## src/rtl/fir_pkg.sv

```systemverilog
// fir_pkg: shared sizes, state encoding and SRAM timing for the FIR MAC sequencer.
package fir_pkg;
  localparam int TAPS = 10;
  localparam int ADDR_W = 4;
  localparam int COEFF_W = 16;
  localparam int RD_LAT = 1;
  typedef enum logic [2:0] {IDLE, SHIFT, RUN, DRAIN, DONE, WRITE} state_t;
endpackage

```

## src/rtl/fir_tap_cnt.sv

```systemverilog
// fir_tap_cnt: loadable tap counter that saturates at TAPS-1 and flags terminal count.
module fir_tap_cnt
  import fir_pkg::*;
(
  input  logic              clk,
  input  logic              rst,
  input  logic              load,
  input  logic              en,
  input  logic [ADDR_W-1:0] d,
  output logic [ADDR_W-1:0] q,
  output logic              tc
);
  assign tc = q == ADDR_W'(TAPS - 1);
  always_ff @(posedge clk)
    if (rst) q <= '0;
    else if (load) q <= d;
    else if (en && !tc) q <= q + 1'b1;
endmodule

```

## src/rtl/fir_mac_sched.sv

```systemverilog
// fir_mac_sched: per-sample FIR MAC sequencer with host coefficient write arbitration.
// Define FIR_OVERRUN_EN to build the sticky dropped-sample (oOverrun) detector.
module fir_mac_sched
  import fir_pkg::*;
(
  input  logic               iClk12M,
  input  logic               iRst,
  input  logic               iEnSample,
  input  logic               iCoeffWrReq,
  input  logic [ADDR_W-1:0]  iCoeffWrAddr,
  input  logic [COEFF_W-1:0] iCoeffWrData,
  output logic               oCoeffWrAck,
  output logic               oCsn,
  output logic               oWrn,
  output logic [ADDR_W-1:0]  oAddr,
  output logic [COEFF_W-1:0] oWrData,
  output logic               oEnDelay,
  output logic               oAccClr,
  output logic               oEnMul,
  output logic               oEnAddAcc,
  output logic [ADDR_W-1:0]  oTapIdx,
  output logic               oBusy,
  output logic               oDone,
  output logic               oOverrun
);
  state_t state, state_next;
  logic addr_tc, idx_tc, wr_go;
  assign wr_go = state_next == WRITE && iCoeffWrAddr < ADDR_W'(TAPS);
  always_comb begin
    state_next = IDLE;
    case (state)
      IDLE:    state_next = iEnSample ? SHIFT : iCoeffWrReq ? WRITE : IDLE;
      SHIFT:   state_next = RUN;
      RUN:     state_next = addr_tc ? DRAIN : RUN;
      DRAIN:   state_next = idx_tc && !oEnMul ? DONE : DRAIN;
      default: state_next = IDLE;
    endcase
  end
  always_ff @(posedge iClk12M)
    if (iRst) state <= IDLE;
    else state <= state_next;
  // Outputs are registered from the next state so they line up with state transitions.
  always_ff @(posedge iClk12M)
    if (iRst) begin
      oCsn        <= 1'b1;
      oWrn        <= 1'b1;
      oWrData     <= '0;
      oEnDelay    <= 1'b0;
      oAccClr     <= 1'b0;
      oEnMul      <= 1'b0;
      oEnAddAcc   <= 1'b0;
      oBusy       <= 1'b0;
      oDone       <= 1'b0;
      oCoeffWrAck <= 1'b0;
    end else begin
      oCsn        <= !(state_next == RUN || wr_go);
      oWrn        <= !wr_go;
      oWrData     <= state_next == WRITE ? iCoeffWrData : oWrData;
      oEnDelay    <= state_next == SHIFT;
      oAccClr     <= state_next == SHIFT;
      oEnMul      <= state == RUN;
      oEnAddAcc   <= oEnMul;
      oBusy       <= state_next inside {SHIFT, RUN, DRAIN, DONE};
      oDone       <= state_next == DONE;
      oCoeffWrAck <= state_next == WRITE;
    end
  fir_tap_cnt u_addr (
    .clk  (iClk12M),
    .rst  (iRst),
    .load (state == SHIFT || state_next == WRITE),
    .en   (state == RUN),
    .d    (state == SHIFT ? '0 : iCoeffWrAddr),
    .q    (oAddr),
    .tc   (addr_tc)
  );
  // Tap index trails the SRAM address by the read latency, advancing with each multiply.
  fir_tap_cnt u_idx (
    .clk  (iClk12M),
    .rst  (iRst),
    .load (state == SHIFT),
    .en   (oEnMul),
    .d    ('0),
    .q    (oTapIdx),
    .tc   (idx_tc)
  );
`ifdef FIR_OVERRUN_EN
  always_ff @(posedge iClk12M)
    if (iRst) oOverrun <= 1'b0;
    else if (iEnSample && state != IDLE) oOverrun <= 1'b1;
`else
  assign oOverrun = 1'b0;
`endif
endmodule

```

## config.mk

```make
export PLATFORM = sky130hd
export DESIGN_NAME = fir_mac_sched
export DESIGN_NICKNAME = d
export VERILOG_FILES = /design/src/rtl/fir_pkg.sv /design/src/rtl/fir_tap_cnt.sv /design/src/rtl/fir_mac_sched.sv
export SDC_FILE = /design/constraint.sdc
export NUM_CORES = 1
export LEC_CHECK = 0
export BUFFER_PORTS_ARGS = -buffer_cell sky130_fd_sc_hd__buf_4
export CORE_MARGIN = 1
export CORE_UTILIZATION = 32
export CTS_CLUSTER_SIZE = 12
export DETAILED_ROUTE_END_ITERATION = 16
export PLACE_DENSITY_LB_ADDON = 0.12
export SYNTH_ARGS = -nofsm -noshare
export SYNTH_HDL_FRONTEND = slang
export SYNTH_SLANG_ARGS = --single-unit
```

## constraint.sdc

```tcl
create_clock -name iClk12M -period 4.1 [get_ports iClk12M]
set_clock_uncertainty 0.1 [all_clocks]
set_input_delay 0.41 -clock iClk12M [delete_from_list [all_inputs] [get_ports iClk12M]]
set_output_delay 0.41 -clock iClk12M [all_outputs]
set_load 0.1 [all_outputs]
```

======== After elaboration in Yosys (flattened, before gate mapping) ========
Index checks and enable logic that the tools add are counted.
word-level totals
  register bits ........................... 35
  bits in latches ......................... 0
  memory bits (writable) .................. 0
  bits in read-only memories .............. 0
  input port bits ......................... 24
  output and inout bits ................... 34
  logic and storage cells ................. 48
  memories kept ........................... 0
operators by class
  $add $sub $neg .......................... 2
  $mul .................................... 0
  divide/modulo/power cells ............... 0
  magnitude comparators ................... 1
  equality and inequality tests ........... 10
  shift operators ......................... 0
  mux-type cells .......................... 8
  bitwise gates (word level) .............. 0
  reduce and logical (&&, ||, !) cells .... 15
operators with widths
  kind                   number
  $eq A3 B2 Y1 const B   4
  $mux W4                3
  $pmux W3 S4            1
  $mux W3                3
  $add A4 B1 Y4 const B  2
  $eq A4 B4 Y1 const B   2
  $eq A3 B1 Y1 const B   2
  $eq A3 B3 Y1 const B   2
  $logic_not A1 Y1       5
  $logic_and A1 B1 Y1    4
  $lt A4 B4 Y1 const B   1
  $reduce_bool A4 Y1     1
  $logic_not A3 Y1       1
  $logic_or A1 B1 Y1     2
  $reduce_bool A2 Y1     1
  $reduce_or A2 Y1       1
  $mux W1                1

======== Longest topological paths before layout ========
Gate-level depths: netlist of the first run.
  depth in word-level cells ............... 8
  gate-level depth with buffers ........... 6
  mapped depth without buffers ............ 6

======== Cells and area by module ========
A second synthesis of the first run with hierarchy kept.
unflattened totals
  cell total of the unflattened synthesis .. 174
  area, all modules ....................... 1,675.4 µm²
modules (own cells, without submodules)
  module         times used  cells each  area each (µm²)  sequential area each (µm²)
  fir_mac_sched  1           118         1,187.4          540.5
  fir_tap_cnt    2           28          244.0            80.1

======== Least setup slack after synthesis of the first run ========
No wires, ideal clock.
  path type ............................... reg-to-reg
  start point ............................. register u_addr.q[0]
  end point ............................... register u_addr.q[0]
  setup time .............................. 0.080 ns
  data arrival time ....................... 1.983 ns
  required time ........................... 3.920 ns
  path slack .............................. 1.938 ns
  stages on the path, launching flop included .. 6
  path buffers ............................ 0
  period minus slack after synthesis ...... 2.162 ns
  cell sequence ........................... dfxtp_1 -> ha_1 -> nand3b_1 -> and2_2 -> xnor2_1 -> a211oi_2
between the ends
  longest elaborated chain between the ends .. 6
  elaborated cells between the ends (all ways) .. 11
  those cells by class .................... 1 x add/sub; 2 x eq/ne; 4 x mux; 4 x reduce/logical
RTL lines
  element                                        line                 source
  start, declared                                fir_tap_cnt.sv:10    output logic [ADDR_W-1:0] q,
  start signal, assigned                         fir_tap_cnt.sv:17    else if (en && !tc) q <= q + 1'b1;
  $eq A4 B4 Y1                                   fir_tap_cnt.sv:13    assign tc = q == ADDR_W'(TAPS - 1);
  $mux W1                                        fir_mac_sched.sv:34  RUN: state_next = addr_tc ? DRAIN : RUN;
  $pmux W3 S4                                    fir_mac_sched.sv:31  case (state)
  $eq A3 B3 Y1                                   fir_mac_sched.sv:70  .load (state == SHIFT || state_next == WRITE),
  $logic_or A1 B1 Y1                             fir_mac_sched.sv:70
  $mux W4 or $reduce_bool A2 Y1 (tied branches)  n/a
Several ways; a longest one is shown, not always the timed one. The select of a mux whose other input is x is not followed.
A chain may end at the register's enable or synchronous reset.

======== Worst setup path in the final report of the first run ========
  start point ............................. register state[0]
  end point ............................... register oCsn
between the ends
  longest elaborated chain between the ends .. 6
  elaborated cells between the ends (all ways) .. 10
  those cells by class .................... 5 x eq/ne; 1 x mux; 4 x reduce/logical
RTL lines
  element                               line                 source
  start, declared                       fir_mac_sched.sv:26  state_t state, state_next;
  start signal, assigned                fir_mac_sched.sv:41  else state <= state_next;
  $eq A3 B2 Y1 (tied with other cells)  fir_mac_sched.sv:31
  $pmux W3 S4 *                         fir_mac_sched.sv:31
  $eq A3 B3 Y1                          fir_mac_sched.sv:28  assign wr_go = state_next == WRITE && iCoeffWrAddr < ADDR_W'(TAPS);
  $logic_and A1 B1 Y1                   fir_mac_sched.sv:28
  $logic_or A1 B1 Y1 *                  fir_mac_sched.sv:56  oCsn <= !(state_next == RUN || wr_go);
  $logic_not A1 Y1 *                    fir_mac_sched.sv:56
  end signal, assigned                  fir_mac_sched.sv:56
  end, declared                         fir_mac_sched.sv:13  output logic oCsn,
Every way passes the cells marked *; elsewhere a longest branch is shown, timed or not.

==> results of run 1 <==
[state kept, by name (all words and copies together) (netlist names)]
register	cells
oWrData	16
u_addr.q	4
u_idx.q	4
state	3
oAccClr	1
oBusy	1
oCoeffWrAck	1
oCsn	1
oDone	1
oEnAddAcc	1
oEnMul	1
oWrn	1
[logic make-up (layout without fill, tap and decap cells)]
logic type	Yosys count	after routing	share of synthesized area, %
other cells	1	1	0.252
buf+inv	14	66	5.80
flops	35	35	47.1
simple gates	77	77	26.8
fa+ha+maj	4	4	3.36
xor+xnor	3	3	1.77
compound gates	35	35	14.9
[worst max-delay path: stages (launching register included)]
cell and delay [ns]:
dfxtp_1 0.44, nor3_4 0.24, nand3b_1 0.59, nor2_1 0.38, a22oi_1 0.13
[power breakdown]
group          internal, W  switching [W]
logic            0.0000681       0.000193
registers         0.000361      0.0000223
clock network     0.000153       0.000120
[metrics by stage]
step	setup WS, ns	hold WS (ns)	std cells	area [um2]	power (W)
final	2.09	0.274	273	1990	0.000917
after global routing	1.88	0.262	273	1990	0.000959
after CTS	2.09	0.267	273	1990	0.000926
after detailed placement	2.08	0.347	265	1890	0.000652
after global placement	2.15	0.344	265	1890	0.000649
after floorplan	1.94	0.446	169	1490	0.000598
[synthesized netlist by cell type (2+ instances only)]
library cell  number  share of area [%]
dfxtp_1           35                 47
a21oi_1           19                6.4
nand2b_1           3                1.3
buf_4              2                1.0
nor2_1             9                2.3
buf_2              3                1.0
o21ai_0            3                1.0
ha_1               4                3.4
buf_6              3                2.3
a211oi_1           3                1.5
inv_1              2               0.50
xor2_1             2                1.2
and3b_1            4                2.4
nand3_1            3                1.0
o211ai_1           2                1.0
and3_1             2               0.84
nor2b_1            3                1.3
nor3_1             6                2.0
clkbuf_1           4                1.0
nand3b_1           3                1.5
nand2_1           38                9.6
[cells in the final DEF, fill, tap and decap left out, types with 2 or more instances in the layout]
cell and instances:
nor2_1 9, nand2_1 38, ha_1 4, clkbuf_8 7, a21oi_1 19, and3b_1 4
nand3_1 3, buf_4 56, o21ai_0 3, nand3b_1 3, a211oi_1 3, nand2b_1 3
nor3_1 6, xor2_1 2, o211ai_1 2, inv_1 2, nor2b_1 3, and3_1 2
dfxtp_1 35
[final timing paths]
check             slack, ns    endpoint  depth (start not counted)
hold / removal         0.27  oWrData[0]                          3
setup / recovery       2.09        oCsn                          4
hold reg to reg        0.35  oWrData[5]                          2
setup reg to reg       2.09        oCsn                          4
[area by class of cell]
class | instances | area, um2 | area share, %
Tap cell | 52 | 65.1 | 3.26
Clock buffer | 8 | 100 | 5.02
Sequential cell | 35 | 701 | 35.1
Timing Repair Buffer | 56 | 420 | 21.1
Inverter | 2 | 7.51 | 0.376
Multi-Input combinational cell | 120 | 701 | 35.1
[per-layer routing]
layer / up-vias / track usage [%] / share of wire, %
li1: 673 / - / -
met3: 2 / 4.91 / 6.3
met5: - / 0 / 0
met1: 619 / 18.8 / 46
met4: 0 / 5.11 / 0.71
met2: 45 / 21.7 / 47
==> flow_metrics.env, run 1 <==
export IMPL_critical_path_class="flip-flop to flip-flop"
export IMPL_yosys_most_used_dff="dfxtp_1"
export IMPL_top_level_ports=58
export IMPL_finalCriticalPeriod_ns=2.01
export IMPL_crit_path_end_kind="flip-flop"
export IMPL_grt_max_degree=28
export IMPL_post_synth_instance_area_um2=1490
export IMPL_post_route_cells_drive_above_1_share_pct=31.2
export IMPL_io_buffers=56
export IMPL_worst_r2r_startpoint="state[0]"
export IMPL_drc_errors=0
export IMPL_synth_seq_cells=35
export IMPL_cts_sinks=35
export IMPL_via_count=1339
export IMPL_cts_made_buffers=5
export IMPL_holdCritStartpoint="iCoeffWrData[0]"
export IMPL_place_detailed_hpwl_um=2390
export IMPL_clk_pin_slew_ns=0.07
export IMPL_drt_pre_antenna_iters=4
export IMPL_dieHeight_um=70.2
export IMPL_grt_pass1_wl_um=5600
export IMPL_floorplan_die_area_um2=4930
export IMPL_yosysSeqAreaShare_pct=47.1
export IMPL_syn2layout_area_growth_pct=34.1
export IMPL_mean_cell_area_of_the_mapped_netlist_um2=8.80
export IMPL_syn_nets=197
export IMPL_cp_required_ns=4.15
export IMPL_asyncSetResetFlopFracSynth_pct=0
export IMPL_clock_path_buffers=2
export IMPL_fin_crit_sh_pct=49.0
export IMPL_antennaDiodeCount=0
export IMPL_worst_skew_pair_late_latency_ns=0.28
export IMPL_routed_length_per_instance_um=12.4
export IMPL_power_leakage_nw=0.841
export IMPL_fmax_mhz=498
export IMPL_max_slew_margin_pct=45.4
export IMPL_grt_antenna_before_repair=0
export IMPL_die_w_um=70.2
export IMPL_startpoint_type="flip-flop"
export IMPL_worst_endpoint_data_arrival_time_ns=2.06
export IMPL_avgViaCountPerCell=4.90
export IMPL_worst_slew_pin_slew_ns=0.816
export IMPL_fp_row_count=24
export IMPL_slew_limit_fails=0
export IMPL_groute_usage_overall_pct=14.3
export IMPL_holdBufCountCts=0
export IMPL_fin_setup_tns_ns=0
export IMPL_clk_root_buffer_cell="clkbuf_8"
export IMPL_min_delay_path_class="input pin to flip-flop"
export IMPL_drt_iter0_drc=112
export IMPL_antenna_left=0
export IMPL_cts_setup_buffers=0
export IMPL_max_cap_violations=0
export IMPL_critical_path_max_fanout=20
export IMPL_nets_final=248
export IMPL_final_core_utilization_pct=45.2
export IMPL_gp_routability_congestion=0.765
export IMPL_fillerInstances=424
export IMPL_tritoncts="built"
export IMPL_cts_htree_levels=2
export IMPL_core_area_um2=4410
export IMPL_ir_drop_mv=0.170
export IMPL_synth_lib_cells_used_distinct=37
export IMPL_final_hold_viol_count=0
export IMPL_globalRouteOverflowTotal=0
export IMPL_outcome="completed"
export IMPL_cts_repair_resized=0
export IMPL_worstSetupStartpoint="state[0]"
export IMPL_ys_warnings_count=0
export IMPL_setup_viol=0
export IMPL_initial_standard_cell_utilization_of_the_core_pct=33.7
export IMPL_power_density_nw_per_um2=460
export IMPL_grt_pass1_vias=1242
export IMPL_grt_setup_unrepaired="false"
export IMPL_syn_instance_count=169
export IMPL_synth_enable_flop_cells=0
export IMPL_finalWirelength_um=3370
Power figures use the tool's default switching activity.
==> run 2: changes to the inputs <==
Settings changed: ABC_AREA from default to 1.
Clock period 4.1 ns to 2 ns, I/O delays scaled along.
==> run 2 against run 1 <==
Effect of this change:
- via count up 3.1%
- non-clock buffer count up 2
- cell area decreased by 0.31%
- global-route usage rose by 0.47 points
- fmax rose by 35%
- sequential power increased by 120%
- die area is 2.7% lower
- count of clock-buffer cells in the layout fell by 2
- critical endpoint is now oBusy
- highest routed layer unchanged
==> flow_metrics.env, run 2 <==
export IMPL_min_delay_path_class="input pin to flip-flop"
export IMPL_p_seq_share_pct=36.9
export IMPL_cpMostUsedCell="nand2_1"
export IMPL_yosys_most_used_dff="dfxtp_1"
export IMPL_groute_usage_overall_pct=14.8
export IMPL_drc_errors=0
export IMPL_slew_limit_fails=0
export IMPL_cts_made_buffers=5
export IMPL_clock_path_buffers=2
export IMPL_synth_lib_cells_used_distinct=28
export IMPL_clk_root_buffer_cell="clkbuf_8"
export IMPL_placement_setup_worst_slack_ns=0.533
export IMPL_fmax_mhz=674
export IMPL_dieHeight_um=69.2
export IMPL_cts_sinks=35
export IMPL_worst_endpoint_data_arrival_time_ns=1.57
export IMPL_switching_share_pct=45.6
export IMPL_postLayoutSetupSlackWorst_ns=0.515
export IMPL_finalWirelength_um=3320
export IMPL_drt_iter0_drc=68
export IMPL_mostFrequentLayoutCell="buf_4"
export IMPL_grt_pass1_wl_um=5650
export IMPL_post_synthesis_share_of_cell_area_spent_on_xor_and_xnor_gates_pct=1.21
export IMPL_cts_htree_levels=2
export IMPL_synth_seq_cells=35
export IMPL_ys_warnings_count=0
export IMPL_startpoint_type="flip-flop"
export IMPL_ir_drop_mv=0.447
export IMPL_antennaDiodeCount=0
export IMPL_globalRouteOverflowTotal=0
export IMPL_fp_row_count=24
export IMPL_grt_antenna_before_repair=0
export IMPL_synth_compound_area_share_pct=12.1
export IMPL_floorplan_die_area_um2=4790
export IMPL_synth_adder_area_share_pct=3.46
export IMPL_synth_mux_area_share_pct=0
export IMPL_post_route_cells_drive_above_1_share_pct=30.4
export IMPL_power_density_nw_per_um2=1140
export IMPL_mean_cell_area_of_the_mapped_netlist_um2=7.53
export IMPL_syn2layout_area_growth_pct=37.5
export IMPL_outcome="completed"
export IMPL_top_register="oWrData"
export IMPL_p_clk_share_pct=21.8
export IMPL_grt_max_degree=20
export IMPL_fin_crit_sh_pct=74.2
export IMPL_finalCriticalPeriod_ns=1.48
export IMPL_cts_repair_resized=0
export IMPL_synth_area_top_cells="dfxtp_1 (48%), nor2_1 (12%), o21ai_0 (7.3%)"
export IMPL_core_area_um2=4350
export IMPL_cts_setup_buffers=0
export IMPL_grt_setup_unrepaired="false"
export IMPL_nets_final=277
export IMPL_final_hold_viol_count=0
export IMPL_critical_path_max_fanout=5
export IMPL_largest_family_of_logic_cells_by_synthesized_area="simple AND/OR/NAND/NOR gates"
export IMPL_via_count=1381
export IMPL_asyncSetResetFlopFracSynth_pct=0
export IMPL_routed_length_per_instance_um=11.0
export IMPL_cp_required_ns=2.08
export IMPL_worstSetupStartpoint="u_idx.q[1]"
export IMPL_fin_setup_tns_ns=0
export IMPL_post_synth_top_area_cell="dfxtp_1"
export IMPL_crit_path_end="oBusy"
export IMPL_max_ffs_per_register=16
export IMPL_syn_nets=220
export IMPL_crit_path_end_kind="flip-flop"
export IMPL_r2r_setup_slack_ns=0.52
export IMPL_post_synth_instance_area_um2=1450
export IMPL_drt_pre_antenna_iters=4
export IMPL_biggestRegsByFlops="oWrData (16), u_addr.q (4), u_idx.q (4)"
export IMPL_regToRegEndpoint="oBusy"
export IMPL_cp_slowest_cell="dfxtp_2"
export IMPL_initial_standard_cell_utilization_of_the_core_pct=33.2
export IMPL_die_w_um=69.2
export IMPL_syn_instance_count=192
export IMPL_power_leakage_nw=0.946
export IMPL_rr_worst_depth=7
export IMPL_clk_pin_slew_ns=0.07
export IMPL_power_share_combinational_pct=41.3
export IMPL_crit_path_cell_trace="inv_1 > ha_1 > nand3_1 > o21ai_0 > nand4_1 > nand2_1 > nand2_1"
export IMPL_critical_path_class="flip-flop to flip-flop"
export IMPL_yosysSeqAreaShare_pct=48.4
export IMPL_timing_critical_path_slowest_cell_delay_ns=0.35
export IMPL_fillerInstances=470
export IMPL_synth_enable_flop_cells=0
export IMPL_max_cap_violations=0
export IMPL_worst_skew_pair_late_latency_ns=0.28
export IMPL_p_int_w=0.00123
export IMPL_gp_routability_congestion=0.805
export IMPL_place_detailed_hpwl_um=2410
export IMPL_antenna_left=0
export IMPL_synth_top_cells_by_count="nor2_1 (47), dfxtp_1 (35), nand2_1 (27), o21ai_0 (21), inv_1 (15)"
export IMPL_setup_viol=0
export IMPL_holdBufCountCts=0
export IMPL_synth_top_area_share_pct=48.4
export IMPL_worst_r2r_startpoint="u_idx.q[1]"
export IMPL_tritoncts="built"
export IMPL_top_level_ports=58
export IMPL_p_switching_w=0.00103
export IMPL_simple_logic_cell_fraction_of_the_synthesized_area_pct=26.6
export IMPL_leading_cell_types_in_the_layout_fill_and_taps_excluded="buf_4 (58), nor2_1 (47), dfxtp_1 (31)"
export IMPL_avgViaCountPerCell=4.57
export IMPL_count_leader_synth="nor2_1"
export IMPL_grt_pass1_vias=1320
export IMPL_io_buffers=56
[run 2: changes by cell type in the layout (fill, tap and decap cells not counted), sizes merged, moves of 4 or more]
cell and change:
nand2 -11, and3b -4, nand4 +4, o21ai +19, nor2 +41, inv +14, nor3 -5, a21oi -13
[run 2: power by group through the flow]
stage               combinational [W]  sequential, W  clock, W
CTS                          0.000940       0.000835  0.000519
detailed placement           0.000938       0.000850         0
floorplan                    0.000264        0.00133         0
global route                 0.000995       0.000846  0.000548
finish                       0.000934       0.000834  0.000493
global placement             0.000943       0.000849         0
[run 2: layout make-up]
type / instances / area [um2] / share of cell area, %
multi-input combinational: 132 / 632 / 31.8
clock buffer: 6 / 72.6 / 3.65
clock inverter: 2 / 12.5 / 0.629
inverter: 17 / 65.1 / 3.27
timing repair buffer: 58 / 435 / 21.9
tap: 52 / 65.1 / 3.27
sequential: 35 / 706 / 35.5
[run 2: logic make-up (layout without fill, tap and decap cells)]
logic type | Yosys count | in the layout
simple gates | 92 | 92
flops | 35 | 35
compound gates | 33 | 33
buf+inv | 25 | 83
fa+ha+maj | 4 | 4
xor+xnor | 2 | 2
other cells | 1 | 1
[run 2: worst min path at each step]
stage | from | endpoint | slack [ns] | cells past startpoint
after global routing | iCoeffWrData[5] | oWrData[5] | 0.06 | 3
after detailed placement | iCoeffWrData[11] | oWrData[11] | 0.36 | 3
after floorplan | iRst | oDone | 0.18 | 1
final | iCoeffWrData[11] | oWrData[11] | 0.06 | 3
after global placement | iCoeffWrData[9] | oWrData[9] | 0.35 | 3
after CTS | iCoeffWrData[11] | oWrData[11] | 0.05 | 3
[run 2: routing by layer]
layer  GRT usage (%)  share of wire (%)  vias to the layer above
li1                -                  -                      723
met1            17.9                 47                      614
met3            4.80                5.6                        6
met5               0                  0                        -
met2            23.3                 46                       38
met4            7.71                1.7                        0
[run 2: metrics by stage]
| step | hold slack, ns | std cells | area [um2] | total power [W] | util [%] |
|---|---|---|---|---|---|
| 2_1_floorplan | 0.184 | 192 | 1450 | 0.00159 | - |
| 3_3_place_gp | 0.351 | 294 | 1900 | 0.00179 | 43.7 |
| 3_5_place_dp | 0.357 | 294 | 1900 | 0.00179 | 43.7 |
| 4_1_cts | 0.0516 | 302 | 1990 | 0.00229 | 45.7 |
| 5_1_grt | 0.0608 | 302 | 1990 | 0.00239 | 45.7 |
| 6_report | 0.0594 | 302 | 1990 | 0.00226 | 45.7 |
[run 2: critical path, delay by kind of cell (launching register included)]
kind / cells / cell delay, ns
and+or+nand+nor: 4 / 0.39
adders and majority gates: 1 / 0.15
AOI/OAI and AO/OA: 1 / 0.35
DFF: 1 / 0.35
buffers and inverters: 1 / 0.05
